[config.mk]
export PLATFORM = sky130hd
export DESIGN_NAME = alarm_timer_ctrl
export DESIGN_NICKNAME = d
export VERILOG_FILES = /design/src/rtl/alarm_timer_ctrl.sv
export SDC_FILE = /design/constraint.sdc
export NUM_CORES = 1
export LEC_CHECK = 0
export CORE_UTILIZATION = 30
export DETAILED_ROUTE_END_ITERATION = 10
export HOLD_SLACK_MARGIN = 0.1
export PLACE_DENSITY = 0.49
export SYNTH_ARGS = -nofsm -noshare
export SYNTH_HDL_FRONTEND = slang
export SYNTH_SLANG_ARGS = --single-unit
[constraint.sdc]
create_clock -name clk -period 7.4 [get_ports clk]
set_input_delay 1.11 -clock clk [delete_from_list [all_inputs] [get_ports clk]]
set_output_delay 1.11 -clock clk [all_outputs]
set_load 0.01 [all_outputs]
[src/rtl/alarm_timer_ctrl.sv]
// alarm_timer_ctrl: alarm-vs-time-of-day comparator and mm:ss countdown timer.
// It generates the ring/blink indications for the tone block and handles
// dismiss, snooze and ring timeout. The alarm and timer FSMs run independently.
// Every output comes from a flop, so an input in cycle N shows after the edge ending N.
module alarm_timer_ctrl #(
    parameter int RING_SECS   = 60,
    parameter int SNOOZE_SECS = 300
) (
    input  logic       clk,
    input  logic       rst_n,
    input  logic       tick_1hz,
    input  logic [4:0] cur_hour,
    input  logic [5:0] cur_min,
    input  logic [5:0] cur_sec,
    input  logic [4:0] alarm_hour,
    input  logic [5:0] alarm_min,
    input  logic       alarm_en,
    input  logic       timer_load,
    input  logic [6:0] timer_set_min,
    input  logic [5:0] timer_set_sec,
    input  logic       timer_start,
    input  logic       timer_stop,
    input  logic       dismiss,
    input  logic       snooze,
    output logic       alarm_match,
    output logic       timer_match,
    output logic       blink_alarm,
    output logic       blink_timer,
    output logic       timer_running,
    output logic [6:0] timer_rem_min,
    output logic [5:0] timer_rem_sec
);

    typedef enum logic [1:0] {A_IDLE, A_RING, A_SNOOZE} a_state_t;
    typedef enum logic [1:0] {T_IDLE, T_RUN, T_PAUSE, T_DONE} t_state_t;

    localparam logic [7:0] RING_LIM   = 8'(RING_SECS);
    localparam logic [9:0] SNOOZE_LIM = 10'(SNOOZE_SECS);

    a_state_t   a_state_q, a_state_d;
    t_state_t   t_state_q, t_state_d;
    logic [7:0] ring_cnt_q, ring_cnt_d;
    logic [9:0] snz_cnt_q, snz_cnt_d;
    logic [7:0] t_ring_cnt_q, t_ring_cnt_d;
    logic       blink_alarm_q, blink_alarm_d;
    logic       blink_timer_q, blink_timer_d;
    logic       alarm_match_q, timer_match_q, timer_running_q;
    logic [6:0] rem_min_q, rem_min_d;
    logic [5:0] rem_sec_q, rem_sec_d;

    logic       alarm_hit;
    logic [7:0] ring_inc;
    logic [9:0] snz_inc;
    logic [7:0] t_ring_inc;
    logic [6:0] ld_min;
    logic [5:0] ld_sec;

    // Alarm FSM: match detection, ring timeout, snooze and dismiss handling.
    always_comb begin
        a_state_d     = a_state_q;
        ring_cnt_d    = ring_cnt_q;
        snz_cnt_d     = snz_cnt_q;
        blink_alarm_d = blink_alarm_q;
        ring_inc      = ring_cnt_q + 8'd1;
        snz_inc       = snz_cnt_q + 10'd1;
        alarm_hit     = tick_1hz && (cur_hour == alarm_hour) &&
                        (cur_min == alarm_min) && (cur_sec == 6'd0);
        if (!alarm_en) begin
            a_state_d = A_IDLE;
        end else begin
            case (a_state_q)
                A_IDLE: begin
                    // dismiss is deliberately not consulted: a fresh match always rings
                    if (alarm_hit) begin
                        a_state_d     = A_RING;
                        ring_cnt_d    = 8'd0;
                        blink_alarm_d = 1'b0;
                    end
                end
                A_RING: begin
                    if (dismiss) begin
                        a_state_d = A_IDLE;
                    end else if (snooze) begin
                        a_state_d = A_SNOOZE;
                        snz_cnt_d = 10'd0;
                    end else if (tick_1hz) begin
                        blink_alarm_d = ~blink_alarm_q;
                        ring_cnt_d    = ring_inc;
                        if (ring_inc == RING_LIM) a_state_d = A_IDLE;
                    end
                end
                A_SNOOZE: begin
                    if (dismiss) begin
                        a_state_d = A_IDLE;
                    end else if (tick_1hz) begin
                        snz_cnt_d = snz_inc;
                        if (snz_inc == SNOOZE_LIM) begin
                            a_state_d  = A_RING;
                            ring_cnt_d = 8'd0;
                        end
                    end
                end
                default: a_state_d = A_IDLE;
            endcase
        end
        if (a_state_d != A_RING) blink_alarm_d = 1'b0;
    end

    // Timer FSM: load with clamping, start/stop, mm:ss countdown and done ringing.
    always_comb begin
        t_state_d     = t_state_q;
        rem_min_d     = rem_min_q;
        rem_sec_d     = rem_sec_q;
        t_ring_cnt_d  = t_ring_cnt_q;
        blink_timer_d = blink_timer_q;
        t_ring_inc    = t_ring_cnt_q + 8'd1;
        ld_min        = (timer_set_min > 7'd99) ? 7'd99 : timer_set_min;
        ld_sec        = (timer_set_sec > 6'd59) ? 6'd59 : timer_set_sec;
        case (t_state_q)
            T_IDLE, T_PAUSE: begin
                if (timer_load) begin
                    rem_min_d = ld_min;
                    rem_sec_d = ld_sec;
                end
                // start is judged on the freshly loaded value; stop overrides start
                if (timer_start && !timer_stop &&
                    ((rem_min_d != 7'd0) || (rem_sec_d != 6'd0))) begin
                    t_state_d = T_RUN;
                end
            end
            T_RUN: begin
                if (timer_stop) begin
                    t_state_d = T_PAUSE;
                end else if (tick_1hz) begin
                    if (rem_sec_q != 6'd0) begin
                        rem_sec_d = rem_sec_q - 6'd1;
                    end else begin
                        rem_min_d = rem_min_q - 7'd1;
                        rem_sec_d = 6'd59;
                    end
                    if ((rem_min_d == 7'd0) && (rem_sec_d == 6'd0)) begin
                        t_state_d     = T_DONE;
                        t_ring_cnt_d  = 8'd0;
                        blink_timer_d = 1'b0;
                    end
                end
            end
            T_DONE: begin
                if (dismiss) begin
                    t_state_d = T_IDLE;
                    rem_min_d = 7'd0;
                    rem_sec_d = 6'd0;
                end else if (timer_load) begin
                    t_state_d = T_IDLE;
                    rem_min_d = ld_min;
                    rem_sec_d = ld_sec;
                end else if (tick_1hz) begin
                    blink_timer_d = ~blink_timer_q;
                    t_ring_cnt_d  = t_ring_inc;
                    if (t_ring_inc == RING_LIM) begin
                        t_state_d = T_IDLE;
                        rem_min_d = 7'd0;
                        rem_sec_d = 6'd0;
                    end
                end
            end
            default: t_state_d = T_IDLE;
        endcase
        if (t_state_d != T_DONE) blink_timer_d = 1'b0;
    end

    // State, counters and registered outputs.
    always_ff @(posedge clk or negedge rst_n) begin
        if (!rst_n) begin
            a_state_q       <= A_IDLE;
            t_state_q       <= T_IDLE;
            ring_cnt_q      <= 8'd0;
            snz_cnt_q       <= 10'd0;
            t_ring_cnt_q    <= 8'd0;
            blink_alarm_q   <= 1'b0;
            blink_timer_q   <= 1'b0;
            alarm_match_q   <= 1'b0;
            timer_match_q   <= 1'b0;
            timer_running_q <= 1'b0;
            rem_min_q       <= 7'd0;
            rem_sec_q       <= 6'd0;
        end else begin
            a_state_q       <= a_state_d;
            t_state_q       <= t_state_d;
            ring_cnt_q      <= ring_cnt_d;
            snz_cnt_q       <= snz_cnt_d;
            t_ring_cnt_q    <= t_ring_cnt_d;
            blink_alarm_q   <= blink_alarm_d;
            blink_timer_q   <= blink_timer_d;
            alarm_match_q   <= (a_state_d == A_RING);
            timer_match_q   <= (t_state_d == T_DONE);
            timer_running_q <= (t_state_d == T_RUN);
            rem_min_q       <= rem_min_d;
            rem_sec_q       <= rem_sec_d;
        end
    end

    assign alarm_match   = alarm_match_q;
    assign timer_match   = timer_match_q;
    assign blink_alarm   = blink_alarm_q;
    assign blink_timer   = blink_timer_q;
    assign timer_running = timer_running_q;
    assign timer_rem_min = rem_min_q;
    assign timer_rem_sec = rem_sec_q;

endmodule

### Yosys cells after proc, flatten, opt, wreduce, memory -nomap -nowiden

Cells that the tools add are included.
Widths: inputs -> output; s select.

| operators by class | value |
|---|---|
| equal/unequal tests | 41 |
| div/mod/pow operators | 0 |
| bitwise logic cells | 2 |
| magnitude comparators | 2 |
| shifts and indexed selects | 0 |
| add/sub/neg operators | 5 |
| reductions and logical operators | 29 |
| $mul | 0 |
| multiplexer cells | 82 |

Operator list:

| cell | number |
|---|---|
| $mux 8 | 13 |
| $mux 7 | 13 |
| $mux 6 | 13 |
| $mux 10 | 4 |
| $mux 2 | 17 |
| $ne 2x2->1 const B | 15 |
| $ne 3x3->1 const B | 10 |
| $pmux 8 s3 | 1 |
| $pmux 7 s3 | 1 |
| $pmux 10 s2 | 1 |
| $pmux 6 s3 | 1 |
| $add 8x1->8 const B | 2 |
| $eq 8x6->1 const B | 2 |
| $pmux 8 s2 | 1 |
| $reduce_and 7->1 | 2 |
| $mux 1 | 13 |
| $logic_not 6->1 | 2 |
| $pmux 2 s3 | 2 |
| $reduce_and 6->1 | 2 |
| $reduce_bool 6->1 | 2 |
| $add 10x1->10 const B | 1 |
| $eq 10x9->1 const B | 1 |
| $reduce_and 9->1 | 1 |
| $reduce_bool 3->1 | 3 |
| 21 further kinds | 38 |

| word-level totals | value |
|---|---|
| register bits | 48 |
| bits in read-only memories | 0 |
| bits of input ports | 50 |
| memories | 0 |
| RAM bits | 0 |
| word-level logic and storage cells | 173 |
| output and inout bits | 18 |
| bits in latches | 0 |

### Depth between registers and ports, before layout

Gate-level depths: netlist of the first run.

| logic depth | value |
|---|---|
| depth after elaboration | 14 |
| depth in mapped cells | 9 |
| mapped depth without buffers | 8 |

### Worst setup path before layout of the first run

No wires, ideal clock.

| timing | value |
|---|---|
| path type | input -> register |
| start | in tick_1hz |
| end | reg ring_cnt_q[1] |
| path buffers | 1 |
| cell stages on the path | 7 |
| required time | 7.321 ns |
| setup time | 0.079 ns |
| slack | 4.630 ns |
| arrival | 2.690 ns |
| cell sequence | buf_2 -> nor4b_1 -> nand2_1 -> nor4_1 -> nor3_1 -> a211oi_4 -> mux2i_1 |

| between the ends | value |
|---|---|
| longest elaborated chain between the ends | 5 |
| elaborated cells between the ends (all ways) | 7 |
| classes of those cells | eq/ne (3); reduce/logical (4) |

Ends and longest elaborated chain:

| element | line | text |
|---|---|---|
| start, declared | 11 | `input logic tick_1hz,` |
| $logic_and 1x1->1 (2 in a row) | 66 | `alarm_hit = tick_1hz && (cur_hour == alarm_hour) &&` |
| $logic_and 1x1->1 | 67 | `(cur_min == alarm_min) && (cur_sec == 6'd0);` |
| $ne 2x2->1 (no source line) | - |  |
| $reduce_and 9->1 (no source line) (*) | - |  |
| end signal, assigned | 190 | `ring_cnt_q <= ring_cnt_d;` |
| end, declared | 42 | `logic [7:0] ring_cnt_q, ring_cnt_d;` |

Mark *: on every way between the ends. The rest lies on a longest branch, timed or not.
A chain may end at the register's enable or synchronous reset.

### Worst setup path in the final report of the first run

| timing | value |
|---|---|
| start | in tick_1hz |
| end | reg rem_sec_q[4], in the netlist timer_rem_sec[4] |

| between the ends | value |
|---|---|
| longest elaborated chain between the ends | 2 |
| elaborated cells between the ends (all ways) | 3 |
| classes of those cells | eq/ne (2); reduce/logical (1) |

Ends and longest elaborated chain:

| element | line | text |
|---|---|---|
| $ne 4x4->1 (no source line) / $ne 2x2->1 (equally long branches) | - |  |
| $reduce_and 4->1 (no source line) (*) | - |  |
| end signal, assigned | 199 | `rem_sec_q <= rem_sec_d;` |
| end, declared | 49 | `logic [5:0] rem_sec_q, rem_sec_d;` |

Marked as above.

==> flow_metrics.tcl, run 1 <==
set metrics [dict create \
    crit_required_ns 7.57 \
    synth_edf_count 0 \
    critical_path_peak_fanout 14 \
    first_global_vias 3149 \
    synth_top_area_share_pct 34.8 \
    yosys.area.top_type "dfrtp_1" \
    synthCells 403 \
    p_leak_nw 1.65 \
    layout_common_cells "66 x clkdlybuf4s50_1, 48 x dfrtp_1, 35 x nand2_1" \
    grt_max_degree 49 \
    clock.fmax_ghz 0.281 \
    cts_buffer_depth 2 \
    num_antenna_cells 0 \
    num_rows 38 \
    layout.nets 513 \
    maxSlewViolCount 0 \
    io_pins 68 \
    synthesis.nets 459 \
    setup_violations 0 \
    ys_seq_area_share_pct 34.8 \
    fin_crit_sh_pct 48.0 \
    rr_startpoint "timer_rem_sec[0]" \
    via_per_inst 5.58 \
    cts_made_buffers 5 \
    post_synth.cell_area_avg_sq_um 8.57 \
    netlist_top_cells_area "dfrtp_1 35%, o21ai_0 4.5%, nand2_1 3.8%, xnor2_1 3.6%, nor2_1 3.4%" \
    cts_root_buf "clkbuf_16" \
    fin_total_pwr_mw 1.19 \
    cts_tree "done" \
    grt_pass1_wl_um 16200 \
    ys.flop_type "dfrtp_1" \
    gp_congestion 0.810 \
    cts-resized-gates 0 \
    clock-sinks 48 \
    startpoint "tick_1hz" \
    yosysWarnings 0 \
    final_antenna_net_count 0 \
    rsz0062_at_grt "no" \
    nFillCells 1150 \
    drt-initial-drc-count 260 \
    ctsHtreeMaxLevel 2 \
    rr_worst_depth 8 \
    drt-pass1-iter-count 5 \
    initial_core_util_pct 31.3 \
    crit_path_end_kind "flip-flop" \
    die-area_sq_mm 0.0119 \
    antenna_found_initial 0 \
    fin_setup_tns_ns 0 \
    vdd_drop_max_v 0.000151 \
    holdPathStages 1 \
    slowest_stage "clkdlybuf4s50_1" \
    grt_overflow 0 \
    clock_latency_ns 0.29 \
    postLayoutCellArea_sq_mm 0.00434 \
    syn_to_final_growth_pct 25.8 \
    maxCapViolCount 0 \
    worst_pin_slew_ns 0.664 \
    arrival_ns 3.72 \
    wl_per_cell_um 16.3 \
    outcome "finished, final reports clean" \
    power_density_mw_per_mm2 273 \
    final_common_cell "clkdlybuf4s50_1" \
    vias 3336 \
    fin_worst_skew_ns 0.00640 \
    async_flop_share_pct 100 \
    drc 0 \
    cp_cell_sequence "clkdlybuf4s50_1 > or4b_1 > o211ai_2 > o21ai_1 > buf_4 > or2_0 > a221o_1" \
    min_path_type "flip-flop to flip-flop" \
    grt_use_total_pct 17.3 \
    critPathKind "input port to flip-flop" \
    hold_viol_final 0 \
    slew_headroom_pct 55.6 \
    io_buffer_count 67 \
    cts_hold_buf 0 \
    worstHoldStart "ring_cnt_q[7]" \
    die_h_um 109 \
    die_w_um 109 \
    clk_pin_slew_ns 0.07 \
    place.detailed.hpwl_um 7330 \
    drt-total-wl_um 9740 \
    netlist_area_sq_mm 0.00345 \
    min_period_ns 3.55 \
    coreArea_sq_mm 0.0110 \
    cts_setup_buffers 0 \
    synth-seq-cells 48 \
    final_layout_size_suffix_gt1_share_pct 6.11 \
    yosys.cell_types.count 71 \
    slowest_delay_ns 0.71 \
    dpl-instance-area_sq_mm 0.00419 \
    start_kind "input port" \
]
sequential cells by signal (all words and copies together), names as in the netlist:
| register | count |
|---|---|
| t_state_q | 2 |
| blink_timer | 1 |
| timer_rem_min | 7 |
| timer_running | 1 |
| timer_rem_sec | 6 |
| ring_cnt_q | 8 |
| snz_cnt_q | 10 |
| blink_alarm | 1 |
| a_state_q | 2 |
| alarm_match | 1 |
| timer_match | 1 |
| t_ring_cnt_q | 8 |
through the flow:
step	std cells	utilization [%]	setup WS, ns	hold WS (ns)
after CTS	598	39.4	3.84	0.496
after global routing	598	39.4	3.63	0.502
final	598	39.4	3.85	0.499
after detailed placement	590	38.0	3.57	0.485
after global placement	590	38.0	3.63	0.479
after floorplan	403	-	4.63	0.453
area by class of cell:
type	instances	area (sq um)	area share (%)
clock buffer	6	139	3.20
clock inverter	2	13.8	0.317
inverter	13	48.8	1.12
multi-input combinational	319	2080	47.8
sequential	48	1200	27.7
tap	140	175	4.03
timing repair buffer	70	688	15.8
critical path: cells and delay by family:
kind	cells	cell delay, ns
buf+inv	2	0.91
simple gates	2	0.93
compound gates	3	0.77
worst paths after layout:
| kind | end | slack (ns) |
|---|---|---|
| worst max register to register | t_ring_cnt_q[1] | 4.39 |
| worst min-delay path | ring_cnt_q[7] | 0.50 |
| worst min register to register | ring_cnt_q[7] | 0.50 |
| min in group asynchronous | t_ring_cnt_q[3] | 0.93 |
| max in group asynchronous | timer_rem_min[1] | 6.05 |
| worst max-delay path | timer_rem_sec[4] | 3.85 |
per-layer routing:
metal,track usage (%),wire length [um],up-vias
met5,0,0,-
met4,4.19,82,0
met3,2.81,370,8
met2,27.2,4550,69
met1,24.6,4730,1634
li1,-,-,1625
cells by family (layout without fill, tap and decap cells):
family / after synthesis / after routing / share of synthesized area, %
AO/OA/AOI/OAI: 126 / 126 / 26.1
XOR/XNOR: 15 / 15 / 3.81
adder cells (fa/ha/maj): 6 / 6 / 2.17
buffers and inverters: 36 / 91 / 5.04
flip-flops: 48 / 48 / 34.8
multiplexers: 4 / 4 / 1.16
AND/OR/NAND/NOR: 168 / 168 / 26.9
power breakdown:
part / internal (mW) / switching (mW)
combinational: 0.247 / 0.274
clock: 0.135 / 0.103
sequential: 0.312 / 0.115
synthesized netlist by cell type, types with 6 or more instances:
master and number:
a21oi_1 23, clkbuf_1 13, nand3_1 20, nor3_1 10, nand2_1 35, nor2_1 31, inv_1 13, nand2b_1 8
nor2b_1 7, xnor2_1 14, dfrtp_1 48, o21ai_0 31, ha_1 6, nand4_1 8, nor4_1 8, o21a_1 6
o31ai_1 6, a31oi_1 8
(Power assumes the default switching activity.)
==> run 2: changes to the inputs <==
--- a/config.mk
+++ b/config.mk
@@ -8,7 +8,7 @@
 export CORE_UTILIZATION = 30
 export DETAILED_ROUTE_END_ITERATION = 10
 export HOLD_SLACK_MARGIN = 0.1
-export PLACE_DENSITY = 0.49
+export PLACE_DENSITY = 0.51
 export SYNTH_ARGS = -nofsm -noshare
 export SYNTH_HDL_FRONTEND = slang
 export SYNTH_SLANG_ARGS = --single-unit
==> constraint.sdc (replaced) <==
create_clock -name clk -period 3.2 [get_ports clk]
set_input_delay 0.48 -clock clk [delete_from_list [all_inputs] [get_ports clk]]
set_output_delay 0.48 -clock clk [all_outputs]
set_load 0.01 [all_outputs]
==> run 2 against run 1 <==
Against the previous run: via count up 0.57%; total power up 130%; register-to-register slack worse by 4.1 ns; non-clock buffer count up 6; largest cell class unchanged; worst hold slack worse by 0.32 ns; worst setup slack worse by 3.6 ns; count of clock-buffer cells in the layout up 1; combinational power up 140%; die area unchanged; core utilization up 0.39 points; wire length up 3.5%.
==> flow_metrics.tcl, run 2 (synthesis gave the netlist of run 1 again) <==
set metrics [dict create \
    top_regs "snz_cnt_q: 10 flops, ring_cnt_q: 8 flops, t_ring_cnt_q: 8 flops" \
    outcome "finished, final reports clean" \
    clock_latency_ns 0.28 \
    rr_worst_depth 8 \
    layout.nets 519 \
    slowest_stage "or4b_4" \
    hold_viol_final 0 \
    largest-register "snz_cnt_q" \
    fin_total_pwr_mw 2.75 \
    crit_required_ns 3.37 \
    final_common_cell "clkdlybuf4s50_1" \
    grt_use_total_pct 18.2 \
    largest_register_ffs 10 \
    fin_setup_tns_ns 0 \
    min_path_type "input port to asynchronous set/reset pin" \
    die-area_sq_mm 0.0119 \
    maxCapViolCount 0 \
    grt_overflow 0 \
    drt-initial-drc-count 257 \
    r2r-end "t_ring_cnt_q[5]" \
    layout_common_cells "66 x clkdlybuf4s50_1, 48 x dfrtp_1, 35 x nand2_1" \
    setup_violations 0 \
    grt_pass1_wl_um 16900 \
    critPathKind "flip-flop to flip-flop" \
    arrival_ns 3.11 \
    path_delay_family "simple AND/OR/NAND/NOR gates" \
    num_rows 38 \
    r2r_slack_ns 0.27 \
    io_buffer_count 67 \
    cts_tree "done" \
    crit_path_end_kind "flip-flop" \
    die_w_um 109 \
    clk_pin_slew_ns 0.07 \
    cts_hold_buf 0 \
    critical_path_peak_fanout 10 \
    rsz0062_at_grt "no" \
    vias 3355 \
    initial_core_util_pct 31.3 \
    cp.depth 8 \
    power_density_mw_per_mm2 628 \
    fin_crit_sh_pct 91.7 \
    place.detailed.hpwl_um 7520 \
    first_global_vias 3304 \
    clock.fmax_ghz 0.341 \
    gp_congestion 0.859 \
    clock-sinks 48 \
    cts-resized-gates 0 \
    die_h_um 109 \
    antenna_found_initial 0 \
    startpoint "timer_rem_sec[1]" \
    fin_worst_skew_ns 0.00556 \
    grt_max_degree 29 \
    vdd_drop_max_v 0.000412 \
    wl_per_cell_um 16.7 \
    via_per_inst 5.55 \
    crit_end "t_ring_cnt_q[5]" \
    num_antenna_cells 0 \
    ctsHtreeMaxLevel 2 \
    slew_headroom_pct 53.0 \
    worst-path-buf-inv 1 \
    cp_cell_sequence "inv_1 > ha_1 > or4b_4 > o31ai_4 > nand4_2 > nor4b_2 > o21ai_2 > a32o_1" \
    cts_made_buffers 5 \
    place_ws_ns 0.261 \
    final_layout_size_suffix_gt1_share_pct 7.11 \
    cts_setup_buffers 0 \
    fin_ws_ns 0.266 \
    p_leak_nw 1.67 \
    drt-total-wl_um 10100 \
    io_pins 68 \
    min_period_ns 2.93 \
    slowest_delay_ns 0.56 \
    drc 0 \
    rr_startpoint "timer_rem_sec[1]" \
    start_kind "flip-flop" \
    syn_to_final_growth_pct 27.0 \
    cts_buffer_depth 2 \
    maxSlewViolCount 0 \
    coreArea_sq_mm 0.0110 \
    worst_hold_slack_ns 0.175 \
    placedCellCount 596 \
    cts_root_buf "clkbuf_16" \
    worst_pin_slew_ns 0.705 \
    final_antenna_net_count 0 \
    fin_cells 604 \
    drt-pass1-iter-count 4 \
]
[run 2: changes by cell type in the layout (fill, tap and decap cells not counted)]
cell | previous run | this run
buf_4 | 3 | 9
clkbuf_1 | 0 | 1
clkinv_2 | 1 | 0
clkinvlp_4 | 0 | 1
inv_6 | 1 | 0
[run 2: report_power, final]
part	leakage (nW)	switching, mW	internal, mW
Combinational	0.973	0.650	0.581
Sequential	0.628	0.260	0.722
Clock	0.0701	0.227	0.312
[run 2: layer usage]
| metal | track usage, % | part of all wire, % |
|---|---|---|
| met1 | 24.5 | 48 |
| met3 | 2.57 | 3.9 |
| met5 | 0 | 0 |
| met4 | 6.10 | 1.4 |
| met2 | 29.9 | 47 |
[run 2: worst reg2reg max path, stage by stage, from the launching register on]
cell and delay [ns]:
dfrtp_1 0.48, inv_1 0.14, ha_1 0.38, or4b_4 0.56, o31ai_4 0.22, nand4_2 0.13, nor4b_2 0.46, o21ai_2 0.20
a32o_1 0.24
[run 2: per-stage QoR]
| step | instance area (sq um) | util (%) |
|---|---|---|
| after detailed placement | 4240 | 38.4 |
| after CTS | 4390 | 39.8 |
| after global placement | 4240 | 38.4 |
| after floorplan | 3450 | - |
| after global routing | 4390 | 39.8 |
| final | 4390 | 39.8 |
[run 2: worst min-delay path by stage]
stage	startpoint	endpoint	slack (ns)
after global routing	rst_n	snz_cnt_q[9]	0.20
after global placement	ring_cnt_q[7]	ring_cnt_q[7]	0.48
after detailed placement	ring_cnt_q[7]	ring_cnt_q[7]	0.48
after CTS	rst_n	snz_cnt_q[9]	0.19
final	rst_n	snz_cnt_q[9]	0.18
after floorplan	rst_n	a_state_q[0]	0.18
[run 2: cell type report]
| cell class | instances | area (sq um) |
|---|---|---|
| timing repair buffer | 76 | 733 |
| multi-input combinational | 319 | 2080 |
| fill | 1151 | 6650 |
| clock inverter | 1 | 7.51 |
| sequential | 48 | 1200 |
| inverter | 13 | 48.8 |
| tap | 140 | 175 |
| clock buffer | 7 | 143 |
==> run 3: changes to the inputs <==
--- a/config.mk
+++ b/config.mk
@@ -8,7 +8,7 @@
 export CORE_UTILIZATION = 30
 export DETAILED_ROUTE_END_ITERATION = 10
 export HOLD_SLACK_MARGIN = 0.1
-export PLACE_DENSITY = 0.51
+export PLACE_DENSITY = 0.49
 export SYNTH_ARGS = -nofsm -noshare
 export SYNTH_HDL_FRONTEND = slang
 export SYNTH_SLANG_ARGS = --single-unit
==> constraint.sdc (replaced) <==
create_clock -name clk -period 2.7 [get_ports clk]
set_input_delay 0.405 -clock clk [delete_from_list [all_inputs] [get_ports clk]]
set_output_delay 0.405 -clock clk [all_outputs]
set_load 0.01 [all_outputs]
==> run 3 against run 2 <==
Against the previous run: core utilization rose by 2.0 points; total power rose by 30%; clock skew barely moved; flip-flop and latch count unchanged; sequential share of layout area decreased by 1.3 points; sequential power rose by 9%; die area stayed put; wire length rose by 4.0%; count of clock-buffer cells in the layout fell by 1; worst hold slack better by 0.045 ns; combinational power up 42%; highest routed layer unchanged.
==> flow_metrics.tcl, run 3 (synthesis gave the netlist of run 1 again) <==
set metrics [dict create \
    outcome "finished, final reports clean" \
    initial_core_util_pct 31.3 \
    clk_pin_slew_ns 0.07 \
    antenna_found_initial 0 \
    syn_to_final_growth_pct 33.4 \
    cts_setup_buffers 0 \
    layout.nets 542 \
    drt-pass1-iter-count 4 \
    die-area_sq_mm 0.0119 \
    via_per_inst 5.54 \
    wl_per_cell_um 16.7 \
    cts_made_buffers 5 \
    grt_max_degree 49 \
    gp_congestion 0.922 \
    drt-total-wl_um 10500 \
    crit_required_ns 2.91 \
    p_leak_nw 1.81 \
    rsz0062_at_grt "no" \
    cts_hold_buf 0 \
    ctsHtreeMaxLevel 2 \
    cts_tree "done" \
    die_w_um 109 \
    vdd_drop_max_v 0.000492 \
    grt_use_total_pct 18.9 \
    arrival_ns 2.70 \
    clock_latency_ns 0.29 \
    critPathKind "flip-flop to flip-flop" \
    io_pins 68 \
    min_period_ns 2.49 \
    die_h_um 109 \
    drc 0 \
    clock-sinks 48 \
    cts-resized-gates 0 \
    io_buffer_count 67 \
    fin_setup_tns_ns 0 \
    largest-register "snz_cnt_q" \
    cts_root_buf "clkbuf_16" \
    final_common_cell "clkdlybuf4s50_1" \
    grt_overflow 0 \
    grt_pass1_wl_um 17400 \
    crit_path_end_kind "flip-flop" \
    worst_pin_slew_ns 0.651 \
    critical_path_peak_fanout 8 \
    maxCapViolCount 0 \
    largest_register_ffs 10 \
    num_antenna_cells 0 \
    layout_common_cells "66 x clkdlybuf4s50_1, 48 x dfrtp_1, 35 x nand2_1" \
    hold_viol_final 0 \
    start_kind "flip-flop" \
    setup_violations 0 \
    top_regs "snz_cnt_q: 10 flops, ring_cnt_q: 8 flops, t_ring_cnt_q: 8 flops" \
    final_core_util_pct 41.7 \
    drt-initial-drc-count 221 \
    maxSlewViolCount 0 \
    vias 3474 \
    final_layout_size_suffix_gt1_share_pct 11.9 \
    power_density_mw_per_mm2 775 \
    fin_crit_sh_pct 92.3 \
    num_rows 38 \
    final_antenna_net_count 0 \
    min_path_type "input port to asynchronous set/reset pin" \
    coreArea_sq_mm 0.0110 \
    clock.fmax_ghz 0.401 \
    first_global_vias 3408 \
    place.detailed.hpwl_um 7870 \
    fin_worst_skew_ns 0.00525 \
    slew_headroom_pct 56.6 \
    cts_buffer_depth 2 \
]
[run 3: metal layers]
metal  vias up  track usage [%]  share of wire, %
met5         -                0                 0
met4         0             5.62               2.0
met3        14             2.51               3.6
met2        80             30.0                47
met1      1700             26.6                48
li1       1680                -                 -
[run 3: critical path: stages (launching register included)]
cell       delay, ns
dfrtp_1         0.38
inv_1           0.09
ha_1            0.19
or4b_4          0.51
or4_4           0.51
nand4_1         0.16
nor4b_4         0.07
o21ai_2         0.34
o2bb2ai_1       0.16
[run 3: area by class of cell]
cell class | instances | area [sq um]
clock buffer | 6 | 139
clock inverter | 2 | 38.8
fill | 1116 | 6430
inverter | 13 | 48.8
multi-input combinational | 319 | 2100
sequential | 48 | 1200
tap | 140 | 175
timing repair buffer | 99 | 906
[run 3: final timing paths]
kind / startpoint / end / slack, ns / cells past startpoint
worst min register to register: ring_cnt_q[7] / ring_cnt_q[7] / 0.49 / 1
worst max-delay path: timer_rem_sec[1] / t_ring_cnt_q[3] / 0.21 / 8
max in group asynchronous: rst_n / timer_rem_sec[3] / 2.04 / 2
worst min-delay path: rst_n / timer_rem_min[2] / 0.22 / 2
worst max register to register: timer_rem_sec[1] / t_ring_cnt_q[3] / 0.21 / 8
min in group clk: ring_cnt_q[7] / ring_cnt_q[7] / 0.49 / 1
[run 3: power breakdown]
part | internal [mW] | switching, mW | leakage, nW | total (mW)
sequential | 0.857 | 0.208 | 0.628 | 1.07
combinational | 0.828 | 0.926 | 1.09 | 1.75
clock | 0.465 | 0.285 | 0.0871 | 0.750
total | 2.15 | 1.42 | 1.81 | 3.57
[run 3: per-stage QoR]
| stage | setup slack (ns) | total power [mW] | hold WS (ns) | instances | cell area [sq um] |
|---|---|---|---|---|---|
| 2_1_floorplan | 0.163 | 2.06 | 0.109 | 403 | 3450 |
| 3_3_place_gp | 0.0962 | 2.81 | 0.477 | 619 | 4410 |
| 3_5_place_dp | 0.0768 | 2.81 | 0.484 | 619 | 4410 |
| 4_1_cts | 0.198 | 3.58 | 0.262 | 627 | 4590 |
| 5_1_grt | 0.00890 | 3.83 | 0.293 | 627 | 4600 |
| 6_report | 0.207 | 3.57 | 0.220 | 627 | 4600 |
